[src/rtl/cpu_pkg.sv]
// Shared definitions for the PC sequencer: default reset/exception PCs,
// fetch FSM state encoding, redirect-source encoding and PC alignment helper.
package cpu_pkg;

    localparam logic [31:0] RESET_PC_DEF   = 32'h0000_3000;
    localparam logic [31:0] EXC_VECTOR_DEF = 32'h0000_4180;

    typedef enum logic {
        FETCH = 1'b0,
        WAIT  = 1'b1
    } state_e;

    // Where the next PC comes from when a fetch is accepted.
    typedef enum logic [2:0] {
        SRC_NONE = 3'd0,
        SRC_BR   = 3'd1,
        SRC_JUMP = 3'd2,
        SRC_JR   = 3'd3,
        SRC_BUF  = 3'd4
    } src_e;

    // Instruction addresses are word aligned; low bits of any target are dropped.
    function automatic logic [31:0] align_pc(input logic [31:0] addr);
        return {addr[31:2], 2'b00};
    endfunction

endpackage

[src/rtl/pc_seq_if.sv]
// Instruction-fetch bus between the PC sequencer (master) and instruction memory (slave).
interface pc_seq_if;
    logic        imem_req_o;
    logic        imem_ready_i;
    logic [31:0] pc_o;
    logic [31:0] pc4_o;

    modport master (
        output imem_req_o,
        output pc_o,
        output pc4_o,
        input  imem_ready_i
    );

    modport slave (
        input  imem_req_o,
        input  pc_o,
        input  pc4_o,
        output imem_ready_i
    );
endinterface

[src/rtl/redirect_buf.sv]
// One-entry redirect buffer with the jr > jump > branch > buffered priority mux.
// A redirect that cannot be applied (fetch not accepted) is parked here; a
// newer redirect overwrites it, and any accepted fetch or flush empties it.
module redirect_buf
    import cpu_pkg::*;
(
    input  logic        clk,
    input  logic        reset,
    input  logic        br_taken_i,
    input  logic [31:0] br_target_i,
    input  logic        jump_i,
    input  logic [31:0] jump_target_i,
    input  logic        jr_i,
    input  logic [31:0] jr_target_i,
    input  logic        accept_i,
    input  logic        flush_i,
    output src_e        redirect_src_o,
    output logic [31:0] redirect_target_o,
    output logic        pending_o
);

    logic        buf_valid_reg;
    logic [31:0] buf_target_reg;
    logic        new_valid;
    logic [31:0] new_target;

    // Priority selection among live redirects, falling back to the buffered one.
    always_comb begin
        new_valid         = 1'b0;
        new_target        = 32'h0;
        redirect_src_o    = SRC_NONE;
        redirect_target_o = 32'h0;
        if (jr_i) begin
            new_valid      = 1'b1;
            new_target     = align_pc(jr_target_i);
            redirect_src_o = SRC_JR;
        end else if (jump_i) begin
            new_valid      = 1'b1;
            new_target     = align_pc(jump_target_i);
            redirect_src_o = SRC_JUMP;
        end else if (br_taken_i) begin
            new_valid      = 1'b1;
            new_target     = align_pc(br_target_i);
            redirect_src_o = SRC_BR;
        end else if (buf_valid_reg) begin
            redirect_src_o = SRC_BUF;
        end
        redirect_target_o = new_valid ? new_target : buf_target_reg;
    end

    // Capture an unapplied redirect; clear on acceptance (a live redirect wins and the old entry is dropped).
    always_ff @(posedge clk or negedge reset) begin
        if (!reset) begin
            buf_valid_reg  <= 1'b0;
            buf_target_reg <= 32'h0;
        end else if (flush_i || accept_i) begin
            buf_valid_reg  <= 1'b0;
        end else if (new_valid) begin
            buf_valid_reg  <= 1'b1;
            buf_target_reg <= new_target;
        end
    end

    assign pending_o = buf_valid_reg;

endmodule

[src/rtl/pc_seq.sv]
// PC sequencer for the IF stage: FETCH/WAIT handshake with instruction memory,
// next-PC selection (redirects or pc+4), stall hold and redirect buffering.
// Optional feature macro: PC_EXC_EN adds exc_i, a top-priority jump to EXC_VECTOR.
module pc_seq
    import cpu_pkg::*;
#(
    parameter logic [31:0] RESET_PC   = RESET_PC_DEF,
    parameter logic [31:0] EXC_VECTOR = EXC_VECTOR_DEF
) (
    input  logic        clk,
    input  logic        reset,
    input  logic        stall_i,
    input  logic        br_taken_i,
    input  logic [31:0] br_target_i,
    input  logic        jump_i,
    input  logic [31:0] jump_target_i,
    input  logic        jr_i,
    input  logic [31:0] jr_target_i,
`ifdef PC_EXC_EN
    input  logic        exc_i,
`endif
    pc_seq_if.master    imem,
    output logic        redirect_pending_o
);

    state_e      state_reg, state_next;
    logic        active_reg;
    logic [31:0] pc_reg, pc_next;
    logic [31:0] pc4;
    logic        req;
    logic        accept;
    logic        flush;
    src_e        redirect_src;
    logic [31:0] redirect_target;

    // Request is held low until the first edge after reset, and whenever IF is frozen.
    assign pc4    = pc_reg + 32'd4;
    assign req    = active_reg & ~stall_i;
    assign accept = req & imem.imem_ready_i;

`ifdef PC_EXC_EN
    assign flush = exc_i;
`else
    assign flush = 1'b0;
`endif

    redirect_buf u_redirect_buf (
        .clk               (clk),
        .reset             (reset),
        .br_taken_i        (br_taken_i),
        .br_target_i       (br_target_i),
        .jump_i            (jump_i),
        .jump_target_i     (jump_target_i),
        .jr_i              (jr_i),
        .jr_target_i       (jr_target_i),
        .accept_i          (accept),
        .flush_i           (flush),
        .redirect_src_o    (redirect_src),
        .redirect_target_o (redirect_target),
        .pending_o         (redirect_pending_o)
    );

    // Next state and next PC; state only moves on cycles where a request is issued.
    always_comb begin
        state_next = state_reg;
        pc_next    = pc_reg;
        case (state_reg)
            FETCH:   if (req && !imem.imem_ready_i) state_next = WAIT;
            WAIT:    if (accept)                    state_next = FETCH;
            default: state_next = FETCH;
        endcase
        if (accept) begin
            case (redirect_src)
                SRC_NONE: pc_next = pc4;
                default:  pc_next = redirect_target;
            endcase
        end
`ifdef PC_EXC_EN
        if (exc_i) begin
            pc_next    = align_pc(EXC_VECTOR);
            state_next = FETCH;
        end
`endif
    end

    // State, PC and request-enable registers with asynchronous reset.
    always_ff @(posedge clk or negedge reset) begin
        if (!reset) begin
            state_reg  <= FETCH;
            active_reg <= 1'b0;
            pc_reg     <= RESET_PC;
        end else begin
            state_reg  <= state_next;
            active_reg <= 1'b1;
            pc_reg     <= pc_next;
        end
    end

    assign imem.imem_req_o = req;
    assign imem.pc_o       = pc_reg;
    assign imem.pc4_o      = pc4;

endmodule
[src/flat_wrapper.sv]
// flat-port wrapper written by rule: the top's interface ports become plain ports
module pc_seq_flat import cpu_pkg::*;
#(
    parameter logic [31:0] RESET_PC   = RESET_PC_DEF,
    parameter logic [31:0] EXC_VECTOR = EXC_VECTOR_DEF
)
  (clk, reset, stall_i, br_taken_i, br_target_i, jump_i, jump_target_i, jr_i, jr_target_i, redirect_pending_o, imem_imem_req_o, imem_pc_o, imem_pc4_o, imem_imem_ready_i);
  pc_seq_if imem_i ();
  input  logic clk;
  input  logic reset;
  input  logic stall_i;
  input  logic br_taken_i;
  input  logic [31:0] br_target_i;
  input  logic jump_i;
  input  logic [31:0] jump_target_i;
  input  logic jr_i;
  input  logic [31:0] jr_target_i;
  output logic redirect_pending_o;
  output wire logic [$bits(imem_i.imem_req_o)-1:0] imem_imem_req_o;
  output wire logic [$bits(imem_i.pc_o)-1:0] imem_pc_o;
  output wire logic [$bits(imem_i.pc4_o)-1:0] imem_pc4_o;
  input wire logic [$bits(imem_i.imem_ready_i)-1:0] imem_imem_ready_i;
  assign imem_imem_req_o = imem_i.imem_req_o;
  assign imem_pc_o = imem_i.pc_o;
  assign imem_pc4_o = imem_i.pc4_o;
  assign imem_i.imem_ready_i = imem_imem_ready_i;
  pc_seq #(.RESET_PC(RESET_PC), .EXC_VECTOR(EXC_VECTOR)) u_core (.clk(clk), .reset(reset), .stall_i(stall_i), .br_taken_i(br_taken_i), .br_target_i(br_target_i), .jump_i(jump_i), .jump_target_i(jump_target_i), .jr_i(jr_i), .jr_target_i(jr_target_i), .imem(imem_i), .redirect_pending_o(redirect_pending_o));
endmodule
[config.mk]
export PLATFORM = sky130hd
export DESIGN_NAME = pc_seq_flat
export DESIGN_NICKNAME = d
export VERILOG_FILES = /design/src/rtl/cpu_pkg.sv /design/src/rtl/pc_seq_if.sv /design/src/rtl/redirect_buf.sv /design/src/rtl/pc_seq.sv /design/src/flat_wrapper.sv
export SDC_FILE = /design/constraint.sdc
export NUM_CORES = 1
export LEC_CHECK = 0
export ABC_AREA = 1
export CORE_MARGIN = 1.5
export CORE_UTILIZATION = 45
export DETAILED_ROUTE_END_ITERATION = 8
export PLACE_DENSITY = 0.94
export SLEW_MARGIN = 20
export SYNTH_ARGS = -nofsm -noshare
export SYNTH_HDL_FRONTEND = slang
export SYNTH_SLANG_ARGS = --single-unit
[constraint.sdc]
create_clock -name clk -period 1.6 [get_ports clk]
set_input_delay 0.24 -clock clk [delete_from_list [all_inputs] [get_ports clk]]
set_output_delay 0.24 -clock clk [all_outputs]
set_load 0.03 [all_outputs]
Yosys cells after proc, flatten, opt, wreduce, memory -nomap -nowiden
Index checks and enable logic that the tools add are counted.

word-level totals
  logic and storage cells = 24
  RAM bits = 0
  bits of input ports = 103
  memory bits (read-only) = 0
  bits in registers = 66
  bits in latches = 0
  memories = 0

cells by class
  add/subtract/negate cells = 1
  bitwise logic cells = 3
  shifts and indexed selects = 0
  reductions and logical operators = 2
  eq/ne operators = 0
  multiplexer cells = 14
  multipliers = 0
  order comparisons = 0
  divide/modulo/power cells = 0

operator list
  operator                                        count
  two-way mux 32 bit                              5
  adder 32 x 3 -> 32 bit (second input constant)  1
  two-way mux 3 bit                               4
  two-way mux 1 bit                               5
  zero test 3 bit                                 1
  bitwise AND 1 bit                               2
  nonzero test 2 bit                              1
  inverter 1 bit                                  1

Depth between registers and ports, before layout
  word-level depth = 6
  depth in mapped cells = 10
  depth with buffers taken out = 10

Cells and area by module
Synthesis repeated with hierarchy kept, for this count alone.

second synthesis, totals
  cells, all modules = 769
  area total of the unflattened synthesis = 4,893.4 um^2

modules (own cells, without submodules)
  module        area each (um^2)  cells each  times used  seq. area each (um^2)
  pc_seq        2,527.4           389         1           828.3
  redirect_buf  2,366.0           380         1           825.8

Least setup slack after synthesis
No wires, ideal clock.

  path type = reg2out
  start point = reg u_core.pc_reg[2], in the netlist u_core.imem.pc_o[2]
  end point = out imem_pc4_o[15]
  path buffers = 0
  stages on the path, launching flop included = 6
  arrival time = 1.850 ns
  required time = 1.360 ns
  path slack = -0.490 ns
  cell sequence = dfrtp_1 inv_1 nor2_4 nand2_4 nor3b_4 xor2_1

on the way
  word-level cells in the longest chain between the ends = 1

RTL lines
  item                    line                source
  start, declared         pc_seq.sv:28        logic [31:0] pc_reg, pc_next;
  start signal, assigned  pc_seq.sv:95        pc_reg <= pc_next;
  adder 32 x 3 -> 32 bit  pc_seq.sv:37        assign pc4 = pc_reg + 32'd4;
  end, declared           flat_wrapper.sv:21  output wire logic [$bits(imem_i.pc4_o)-1:0] imem_pc4_o;

Every way passes these cells.

Final worst setup path
  start point = reg u_core.pc_reg[22], in the netlist u_core.imem.pc_o[22]
  end point = out imem_pc4_o[30]

Same word-level chain as after synthesis.

==> flow_summary.ini <==
[logic_synthesis]
synth_seq_area_share_pct = 37.9
yosys_warnings = 0
async_flop_share_pct = 100
synth_cells = 631
synth_top_area_share_pct = 36.7
yosys_register_bits = 66
ys_types = 37
synth.most_common_cell = nand2_1
synthTopCellsByCount = nand2_1 (248), dfrtp_1 (64), o21ai_0 (49)
syn_area_mm2 = 0.00436
yosysTopAreaCell = dfrtp_1
synth_nets = 735
ys_dominant_reg_cell = dfrtp_1
ys_top_cells_by_area = dfrtp_1 (37%), nand2_1 (21%), o21ai_0 (5.6%), a21oi_1 (4.9%), nor2_1 (3.5%)
syn_avg_cell_area_um2 = 6.91
synth_edf_count = 0

[sta]
fin_crit_sh_pct = 162
finalHoldViolCount = 0
clock.fmax_ghz = 0.387
slew_viol_final = 0
period_needed_ps = 2590
finalSetupViolCount = 92
rsz0062_at_grt = true
setup_slack_ps = -985
fin_setup_tns_ps = -26020
whs_ps = 436
relSlewSlack_pct = 61.9
tightest_slew_ps = 572
skew_ps = 9.12

[routing]
num_vias = 6563
firstDrtPassIters = 9
route.detailed.drc = 35
drtAntennaViolNets = 0
drt_iter0_markers = 988
viasPerCell = 6.29
wirelength_um = 25300
wl_per_cell_um = 24.3

[worst_setup_path]
worstSetupPathType = reg -> out
required_ps = 1360
worst_setup_path_end_kind = output pin
ff2ff_path_depth = 12
worstSetupStartpointType = register
arrival_ps = 2350
critPathMaxFanout = 3

[floorplanning]
die_area_mm2 = 0.0103
die_x_um = 101
num_io_pins = 169
die_h_um = 101
core_mm2 = 0.00933
num_rows = 35
initial_utilization_pct = 46.8

[power_and_ir_drop]
power_density_mw_per_mm2 = 940
power.leakage_nw = 3.93
peakVddDrop_mv = 0.722

[global_routing]
grt_usage_pct = 41.2
grt_max_degree = 67
antenna_found_initial = 0
grt_first_pass_wirelength_um = 31800
gr-total-overflow = 0
first_global_vias = 6090

[clocking]
path_clk_slew_ps = 80
cts.sinks = 66
cts-root-buf = clkbuf_8
htree_num_levels = 3
clk_latency_ps = 370
cts_max_path_buffers = 2
cts_tree = done
cts-buffers-inserted = 9

[run]
maxCapViolCount = 0

[placement]
dp_hpwl_um = 12400
port_buffers = 162
gp_congestion = 0.934

[outcome]
status = finished with violations
violations = DRC, setup timing

[min_path]
hold_path.class = in -> async

[layout]
nets = 1013
n_antenna_cell = 0
syn2layout_area_growth_pct = 93.0
drive_gt1_share_pct = 39.9
-- worst max-delay path, cell delays in order (launching register included) --
cell     delay, ps
dfrtp_1        430
buf_4          180
nand2_1        130
nor2_1         410
nand2_1        190
nor2_1         220
nand3_2        150
nand2_4        120
buf_6          130
-- what timing repair did --
item,4_1_cts,5_1_grt
endpoints found under the hold margin,64,0
setup buffers,39,30
pin swaps,39,42
gates resized for setup,169,148
hold buffers,1,0
cloned,0,4
setup endpoints to repair,85,77
-- cells by family after synthesis --
| logic type | Yosys count | share of synthesized area [%] |
|---|---|---|
| AOI/OAI and AO/OA | 123 | 15.7 |
| xor gates and xnor gates | 20 | 4.53 |
| adders and majority gates | 1 | 0.287 |
| buffers and inverters | 71 | 6.97 |
| DFF | 66 | 37.9 |
| other | 1 | 0.0860 |
| and+or+nand+nor | 349 | 34.5 |
-- area by class of cell --
cell class / count / area, um2
clock buffer: 10 / 138
clock inverter: 6 / 90.1
fill: 349 / 910
inverter: 40 / 174
multi-input combinational: 494 / 3280
sequential: 66 / 1660
tap: 129 / 161
timing repair buffer: 296 / 2890
timing repair inverter: 2 / 12.5
-- path summary, 6_finish.rpt --
kind | endpoint | from | slack (ps)
worst max-delay path | imem_pc4_o[30] | u_core.imem.pc_o[22] | -990
max in group asynchronous | u_core.imem.pc_o[16] | reset | 820
min in group clk | u_core.u_redirect_buf.buf_target_reg[30] | u_core.u_redirect_buf.buf_target_reg[30] | 500
worst min register to register | u_core.u_redirect_buf.buf_target_reg[30] | u_core.u_redirect_buf.buf_target_reg[30] | 500
worst min-delay path | u_core.imem.pc_o[14] | reset | 440
worst max register to register | u_core.imem.pc_o[30] | u_core.imem.pc_o[22] | -680
-- power breakdown --
group | total, mW | internal (mW) | switching (mW) | leakage, nW
clock | 1.68 | 0.922 | 0.755 | 0.112
sequential | 2.29 | 1.92 | 0.368 | 0.783
combinational | 3.94 | 1.73 | 2.22 | 3.03
-- through the flow --
step	cell area (um2)	cells	total power, mW	worst slack [ps]	util (%)
finish	8420	1043	7.91	-985	90.2
global route	8420	1043	8.10	-1420	90.2
CTS	7880	1028	7.17	-586	84.5
global placement	7050	990	5.13	-201	75.6
floorplan	4620	631	3.66	-257	-
detailed placement	7050	990	5.25	-344	75.6
-- per-layer routing --
layer,vias up,routed length [um],global-route usage [%]
met2,748,10800,66.6
met3,284,3730,12.2
met5,-,125,0
li1,2572,-,-
met1,2951,7920,48.2
met4,8,2730,25.9
-- placed cells by master (no fill, tap or decap), types with 4 or more instances in the layout --
cell / count
nand2_1: 191
xor2_2: 4
o21ai_1: 6
dlygate4sd2_1: 16
nand2_2: 41
nand3_2: 9
clkinvlp_4: 5
nand3_4: 5
nor2_4: 19
clkbuf_2: 10
clkbuf_8: 10
xnor2_4: 6
nor2_1: 26
a22oi_1: 7
a22oi_2: 4
o21ai_0: 46
clkdlybuf4s50_1: 95
xor2_4: 10
inv_2: 4
nand2_4: 23
a2bb2oi_1: 5
nor2_2: 8
buf_2: 4
inv_1: 29
buf_12: 12
buf_4: 84
buf_6: 65
nor3_4: 4
clkdlybuf4s15_1: 4
o211ai_1: 6
dfrtp_2: 8
a21oi_1: 40
dfrtp_1: 56
nor3_1: 10
(Power assumes the default switching activity.)
